**config.mk**
```make
export PLATFORM = sky130hd
export DESIGN_NAME = switch_debounce_2ch
export DESIGN_NICKNAME = d
export VERILOG_FILES = /design/src/rtl/switch_debounce_2ch.sv
export SDC_FILE = /design/constraint.sdc
export NUM_CORES = 1
export LEC_CHECK = 0
export ABC_AREA = 1
export ABC_CLOCK_PERIOD_IN_PS = 1300
export CORE_ASPECT_RATIO = 1.25
export CORE_MARGIN = 2
export CORE_UTILIZATION = 37
export CTS_CLUSTER_SIZE = 20
export DETAILED_ROUTE_END_ITERATION = 7
export MAX_ROUTING_LAYER = met4
export SETUP_SLACK_MARGIN = 0.1
export SYNTH_ARGS = -nofsm -noshare
export SYNTH_HDL_FRONTEND = slang
export SYNTH_SLANG_ARGS = --single-unit
export TNS_END_PERCENT = 1
```
**constraint.sdc**
```tcl
create_clock -name clk -period 1.3 [get_ports clk]
set_clock_uncertainty 0.15 [all_clocks]
set_input_delay 0.26 -clock clk [delete_from_list [all_inputs] [get_ports clk]]
set_output_delay 0.26 -clock clk [all_outputs]
set_load 0.05 [all_outputs]
```
**src/rtl/switch_debounce_2ch.sv**
```systemverilog
// -----------------------------------------------------------------------------
// switch_debounce_2ch
//
// Purpose:
//   Two-channel switch conditioner. Each raw, bouncing switch level passes
//   through a two-flop synchronizer and then a four-state debounce FSM. A new
//   level reaches the output only after it has held for DB_CYCLES consecutive
//   synchronized cycles. The block also emits single-cycle edge pulses and a
//   combined change flag. Both channels are identical and share no state.
//
// Parameters:
//   DB_CYCLES : synchronized cycles a new level must hold (1 .. 2**CNT_W)
//   CNT_W     : width of each channel's stability counter
//
// Ports:
//   clk     in  : clock, all state updates on the rising edge
//   rst     in  : asynchronous active-high reset
//   sw_a    in  : raw switch level, channel A (asynchronous, bouncing)
//   sw_b    in  : raw switch level, channel B (asynchronous, bouncing)
//   a       out : debounced level, channel A (registered)
//   b       out : debounced level, channel B (registered)
//   a_rise  out : one-cycle pulse when a goes 0->1
//   a_fall  out : one-cycle pulse when a goes 1->0
//   b_rise  out : one-cycle pulse when b goes 0->1
//   b_fall  out : one-cycle pulse when b goes 1->0
//   chg     out : OR of the four edge pulses, registered alongside them
// -----------------------------------------------------------------------------
module switch_debounce_2ch #(
  parameter int DB_CYCLES = 8,
  parameter int CNT_W     = 4
) (
  input  logic clk,
  input  logic rst,
  input  logic sw_a,
  input  logic sw_b,
  output logic a,
  output logic b,
  output logic a_rise,
  output logic a_fall,
  output logic b_rise,
  output logic b_fall,
  output logic chg
);

  typedef enum logic [1:0] {
    ST0   = 2'd0,  // accepted level 0
    WAIT1 = 2'd1,  // qualifying a 0->1 change
    ST1   = 2'd2,  // accepted level 1
    WAIT0 = 2'd3   // qualifying a 1->0 change
  } state_t;

  // Counter value on the cycle before acceptance. With DB_CYCLES = 2**CNT_W
  // this is all ones, so the counter still never wraps.
  localparam logic [CNT_W-1:0] CNT_LAST = CNT_W'(DB_CYCLES - 1);

  logic [1:0] sw_raw;
  logic [1:0] lvl;
  logic [1:0] rise;
  logic [1:0] fall;
  logic [1:0] acc_rise;
  logic [1:0] acc_fall;
  logic       chg_q;

  assign sw_raw = {sw_b, sw_a};

  genvar gi;
  generate
    for (gi = 0; gi < 2; gi++) begin : g_ch
      logic                sync1_q;
      logic                sync2_q;
      state_t              state_q;
      logic [CNT_W-1:0]    cnt_q;
      logic                lvl_q;
      logic                rise_q;
      logic                fall_q;

      // Acceptance conditions, shared by the FSM and the combined chg flop so
      // that chg lands on exactly the same edge as the individual pulses.
      assign acc_rise[gi] = (state_q == WAIT1) && sync2_q  && (cnt_q == CNT_LAST);
      assign acc_fall[gi] = (state_q == WAIT0) && !sync2_q && (cnt_q == CNT_LAST);

      always_ff @(posedge clk or posedge rst) begin
        if (rst) begin
          sync1_q <= 1'b0;
          sync2_q <= 1'b0;
          state_q <= ST0;
          cnt_q   <= '0;
          lvl_q   <= 1'b0;
          rise_q  <= 1'b0;
          fall_q  <= 1'b0;
        end else begin
          sync1_q <= sw_raw[gi];
          sync2_q <= sync1_q;
          rise_q  <= 1'b0;
          fall_q  <= 1'b0;
          case (state_q)
            ST0: begin
              cnt_q <= '0;
              if (sync2_q) begin
                state_q <= WAIT1;
              end
            end
            WAIT1: begin
              if (!sync2_q) begin
                // Bounce: back to the accepted level, qualification restarts.
                state_q <= ST0;
                cnt_q   <= '0;
              end else if (cnt_q == CNT_LAST) begin
                state_q <= ST1;
                cnt_q   <= '0;
                lvl_q   <= 1'b1;
                rise_q  <= 1'b1;
              end else begin
                cnt_q <= cnt_q + CNT_W'(1);
              end
            end
            ST1: begin
              cnt_q <= '0;
              if (!sync2_q) begin
                state_q <= WAIT0;
              end
            end
            WAIT0: begin
              if (sync2_q) begin
                state_q <= ST1;
                cnt_q   <= '0;
              end else if (cnt_q == CNT_LAST) begin
                state_q <= ST0;
                cnt_q   <= '0;
                lvl_q   <= 1'b0;
                fall_q  <= 1'b1;
              end else begin
                cnt_q <= cnt_q + CNT_W'(1);
              end
            end
            default: begin
              state_q <= ST0;
              cnt_q   <= '0;
            end
          endcase
        end
      end

      assign lvl[gi]  = lvl_q;
      assign rise[gi] = rise_q;
      assign fall[gi] = fall_q;
    end
  endgenerate

  always_ff @(posedge clk or posedge rst) begin
    if (rst) begin
      chg_q <= 1'b0;
    end else begin
      chg_q <= |{acc_rise, acc_fall};
    end
  end

  assign a      = lvl[0];
  assign b      = lvl[1];
  assign a_rise = rise[0];
  assign a_fall = fall[0];
  assign b_rise = rise[1];
  assign b_fall = fall[1];
  assign chg    = chg_q;

endmodule

```
==> impl_metrics.toml, run 1 <==
[run_status]
outcome = "finished with violations"
violations = "negative setup slack"

[critical_path]
cp_slowest_stage_delay_ns = 0.43
cp.depth = 1
cp.required_ns = 0.89
endpoint = "a"
start_kind = "register"
path_cells = "buf_12"
arrival_ns = 0.89
cp_slowest_cell = "dfrtp_1"
critPathMaxFanout = 2
rrSetupSlack_ns = 0.08
r2r-end = "a"
critPathTopFamily = "flip-flops"
timing.critical_path.buf_inv = 1
r2r_start = "g_ch[0].cnt_q[0]"
end_kind = "output pin"
critPathLaunch = "a"
r2r_cells = 6
worstSetupPathType = "reg -> out"

[cts]
ctsLongestPathBuffers = 2
cts_root_buf = "clkbuf_4"
cts_buffers = 3
cts_hold_buf = 0
cts.reportedPaths.clkPinSlew_ns = 0.12
clk_latency_ns = 0.30
cts_tree = "done"
cts_max_level = 1
cts.sinks = 23

[timing]
worst_hold_slack_ns = 0.106
finalCriticalPeriod_ns = 1.30
setup_viol = 2
setup_ws_ns = -0.00295
slew_viol_final = 0
hold_viol = 0
tightest_slew_ns = 0.245
rsz0062_at_grt = "yes"
slew_headroom = 0.837
fmax_mhz = 767
fin_crit_sh = 1.00
tns_ns = -0.00477

[yosys]
seq_area_frac_synth = 0.604
yosys.area_share.simple = 0.284
muxShareOfSynthArea = 0
syn_area_um2 = 952
synthXorXnorAreaFrac = 0.0184
synth_area_per_cell_um2 = 8.98
synth_top_family_by_area = "simple AND/OR/NAND/NOR gates"
yosysWarnings = 0
synth_top_cell_area_share = 0.604
synth_fp_nets = 112
ys_ff_latch = 23
synth_area_leaders = "dfrtp_1, nand2_1, inv_1"
synthCells = 106
synth_top_area_cell = "dfrtp_1"
yosys.area_share.adder = 0.0263
synth-compound-area-share = 0
ys_types = 12

[placement]
place_inst = 151
portBuffers = 10
dpl_worst_slack_ns = 0.0216
dp_hpwl_mm = 1.11
gp_congestion = 0.749
placedInstanceArea_mm2 = 0.00119

[floorplanning]
rows = 20
initial_core_util = 0.392
fp.dieH_um = 60.7
core-area_mm2 = 0.00243
die_area_mm2 = 0.00300
chipWidth_um = 49.4
io_pins = 11

[run]
cap_violations = 0

[drt]
first_pass_iters = 4
wire_per_inst_um = 9.76
vias_per_cell = 4.34
wirelength_mm = 1.51
vias = 672
drc = 0
antenna_left = 0
drt_iter0_markers = 7

[power]
p_leak_nw = 0.660
max-vdd-ir-drop_mv = 0.548
p_per_area_mw_per_mm2 = 888

[grt]
grt_start_max_net_pins = 24
antenna_found_initial = 0
grt_pass1_vias = 733
grt_overflow_total = 0
grt_pass1_wl_mm = 2.73
grtUsageTotal = 0.124

[finish]
antenna_cells = 0
fin_area_mm2 = 0.00127
fin_cells = 155
final_cell_mix = "nand2_1, dfrtp_1, inv_1"
area_growth_pct = 33.8
final_nets = 129
drive_gt1_frac = 0.213
final_common_cell = "nand2_1"

[hold_path]
hold_class = "in -> async"
## area by class of cell
| class | instances | area (um^2) |
|---|---|---|
| Fill cell | 238 | 1150 |
| Sequential cell | 23 | 576 |
| Multi-Input combinational cell | 66 | 368 |
| Timing Repair Buffer | 12 | 198 |
| Inverter | 17 | 63.8 |
| Tap cell | 33 | 41.3 |
| Clock buffer | 3 | 22.5 |
| Clock inverter | 1 | 5.00 |
## cells in the mapped netlist
cell and number:
nor2_1 12, nor2_2 3, nand3_1 5, nand4_1 2
nand2_2 2, nand2_1 36, nand3_2 1, ha_1 2
dfrtp_1 23, inv_1 17, nor2_4 1, xnor2_1 2
## where the power goes
group	total (W)	internal, W	switching (W)
Combinational	0.0000659	0.0000293	0.0000365
Clock	0.000318	0.000115	0.000203
Sequential	0.000747	0.000730	0.0000168
Total	0.00113	0.000874	0.000257
## metal layers
metal  track usage  wire [um]  vias to the layer above
met2         0.224        830                        8
met1         0.128        636                      319
met4        0.0595          0                        0
li1              -          -                      345
met5             -          0                        -
met3        0.0320         46                        0
## stage by stage
step                      power (W)  utilization
after detailed placement   0.000822        0.491
after global routing        0.00120        0.525
after floorplan            0.000791            -
after global placement     0.000820        0.491
final                       0.00113        0.525
after CTS                   0.00115        0.519
## timing repair
action,in CTS,in global routing
endpoints found under the setup margin,18,20
cloned,0,0
setup buffers,0,0
pin swaps,3,5
gates resized for setup,8,3
## cell families (layout without fill, tap and decap cells)
logic type | count (synthesis) | count (layout)
xor+xnor | 2 | 2
fa+ha+maj | 2 | 2
buf+inv | 17 | 33
flops | 23 | 23
simple gates | 62 | 62
## worst min-delay path by stage
stage                     slack [ns]                          to  cells past startpoint       startpoint
after global placement          0.19             g_ch[1].sync2_q                      0  g_ch[1].sync1_q
after global routing            0.13          g_ch[0].state_q[0]                      3              rst
final                           0.11          g_ch[1].state_q[0]                      3              rst
after floorplan                 0.11  asynchronous set/reset pin                      1              rst
after CTS                       0.09             g_ch[0].sync2_q                      3              rst
after detailed placement        0.19             g_ch[1].sync2_q                      0  g_ch[1].sync1_q
## sequential cells by signal (all words and copies together) (netlist names), named ones only
name and flops:
b 1, a_fall 1, a_rise 1, g_ch.sync2_q 2, chg 1, g_ch.state_q 2, b_rise 1, a 1
g_ch.cnt_q 8, b_fall 1, g_ch.sync1_q 2
(Power assumes the default switching activity.)
==> run 2: changes to the inputs <==
- CELL_PAD_IN_SITES_DETAIL_PLACEMENT: default -> 2
- CELL_PAD_IN_SITES_GLOBAL_PLACEMENT: default -> 2
- CORE_MARGIN: 2 -> default
- CORE_UTILIZATION: 37 -> 32
- PLACE_DENSITY_LB_ADDON: default -> 0.1
- TNS_END_PERCENT: 1 -> 100
==> impl_metrics.toml, run 2 (synthesis results as in run 1) <==
[run]
cap_violations = 0

[cts]
cts_root_buf = "clkbuf_4"
cts_hold_buf = 0
clk_latency_ns = 0.33
cts_buffers = 3
cts_max_level = 1
cts.reportedPaths.clkPinSlew_ns = 0.14
cts.sinks = 23
cts_tree = "done"
ctsLongestPathBuffers = 2

[timing]
fin_crit_sh = 1.04
setup_viol = 7
slew_viol_final = 0
tns_ns = -0.178
fmax_mhz = 742
finalCriticalPeriod_ns = 1.35
rsz0062_at_grt = "yes"
setup_ws_ns = -0.0486
hold_viol = 0
slew_headroom = 0.790
tightest_slew_ns = 0.315

[power]
p_per_area_mw_per_mm2 = 839
p_leak_nw = 0.738
max-vdd-ir-drop_mv = 0.767

[finish]
fin_area_mm2 = 0.00143
final_core_util = 0.519
area_growth_pct = 50.5
antenna_cells = 0
layout.area.seq_um2 = 577
fillers = 294
drive_gt1_frac = 0.396
largest_register = "g_ch.cnt_q"
final_nets = 141
final_common_cell = "nand2_1"
largest_reg_flops = 8
multiInputGateArea_um2 = 428
final_cell_mix = "nand2_1, dfrtp_1, inv_1"

[grt]
grt_overflow_total = 0
grtUsageTotal = 0.167
grt_pass1_wl_mm = 3.78
antenna_found_initial = 0
grt_start_max_net_pins = 24
grt_pass1_vias = 858

[floorplanning]
die_area_mm2 = 0.00320
io_pins = 11
rows = 21
fp.dieH_um = 63.0
chipWidth_um = 50.8
initial_core_util = 0.345
core-area_mm2 = 0.00276

[placement]
portBuffers = 10
dpl_worst_slack_ns = -0.00510
placedInstanceArea_mm2 = 0.00119
gp_congestion = 0.739
dp_hpwl_mm = 1.59

[critical_path]
critPathTopFamily = "flip-flops"
arrival_ns = 0.94
timing.critical_path.buf_inv = 1
start_kind = "register"
cp.required_ns = 0.89
cp_slowest_cell = "dfrtp_1"
end_kind = "output pin"
critPathMaxFanout = 2
path_cells = "buf_12"
worstSetupPathType = "reg -> out"
cp_slowest_stage_delay_ns = 0.44

[run_status]
violations = "negative setup slack"
outcome = "finished with violations"

[drt]
antenna_left = 0
wire_per_inst_um = 15.1
drt_iter0_markers = 3
first_pass_iters = 3
wirelength_mm = 2.54
vias = 760
drc = 0
vias_per_cell = 4.52

[hold_path]
hold_class = "in -> async"
[run 2: cell types whose count changed in the layout (fill, tap and decap cells not counted), sizes merged]
cell    previous run  this run
buf                9        21
clkbuf             3         4
clkinv             1         0
[run 2: cell type report]
class / instances / share of cell area
timing repair buffer: 24 / 0.206
sequential: 23 / 0.403
inverter: 17 / 0.0445
clock buffer: 4 / 0.0183
tap: 34 / 0.0297
multi-input combinational: 66 / 0.299
[run 2: power by group]
group | internal (W) | leakage (nW) | switching (W)
registers | 0.000731 | 0.304 | 0.0000179
clock network | 0.000121 | 0.0150 | 0.000238
logic | 0.0000438 | 0.419 | 0.0000515
total | 0.000895 | 0.738 | 0.000307
[run 2: metal layers]
layer,track usage,share of wire
met1,0.204,0.42
met2,0.278,0.55
met3,0.0219,0.012
met4,0.0625,0.015
met5,-,0
[run 2: repair_timing]
item                                    in CTS  in global routing
pin swaps                                    5                 10
resized for setup                            8                 24
buffers inserted                             8                  4
cloned                                       0                  0
endpoints found under the setup margin      21                 22
[run 2: stage by stage]
step | hold slack (ns) | power, W | std cells
2_1_floorplan | 0.112 | 0.000791 | 106
3_3_place_gp | 0.182 | 0.000823 | 152
3_5_place_dp | 0.190 | 0.000829 | 152
4_1_cts | 0.106 | 0.00119 | 164
5_1_grt | 0.0961 | 0.00126 | 168
6_report | 0.0896 | 0.00120 | 168
[run 2: final timing paths]
| path | startpoint | end | slack (ns) | cells past startpoint |
|---|---|---|---|---|
| max reg2reg | g_ch[1].cnt_q[1] | register | 0.06 | 6 |
| min reg2reg | g_ch[0].sync1_q | g_ch[0].sync2_q | 0.22 | 0 |
| min in group clk | sw_b | g_ch[1].sync1_q | 0.20 | 1 |
| min | rst | chg | 0.09 | 3 |
| max in group asynchronous | rst | g_ch[1].cnt_q[2] | 0.76 | 3 |
| max | b | b | -0.05 | 1 |
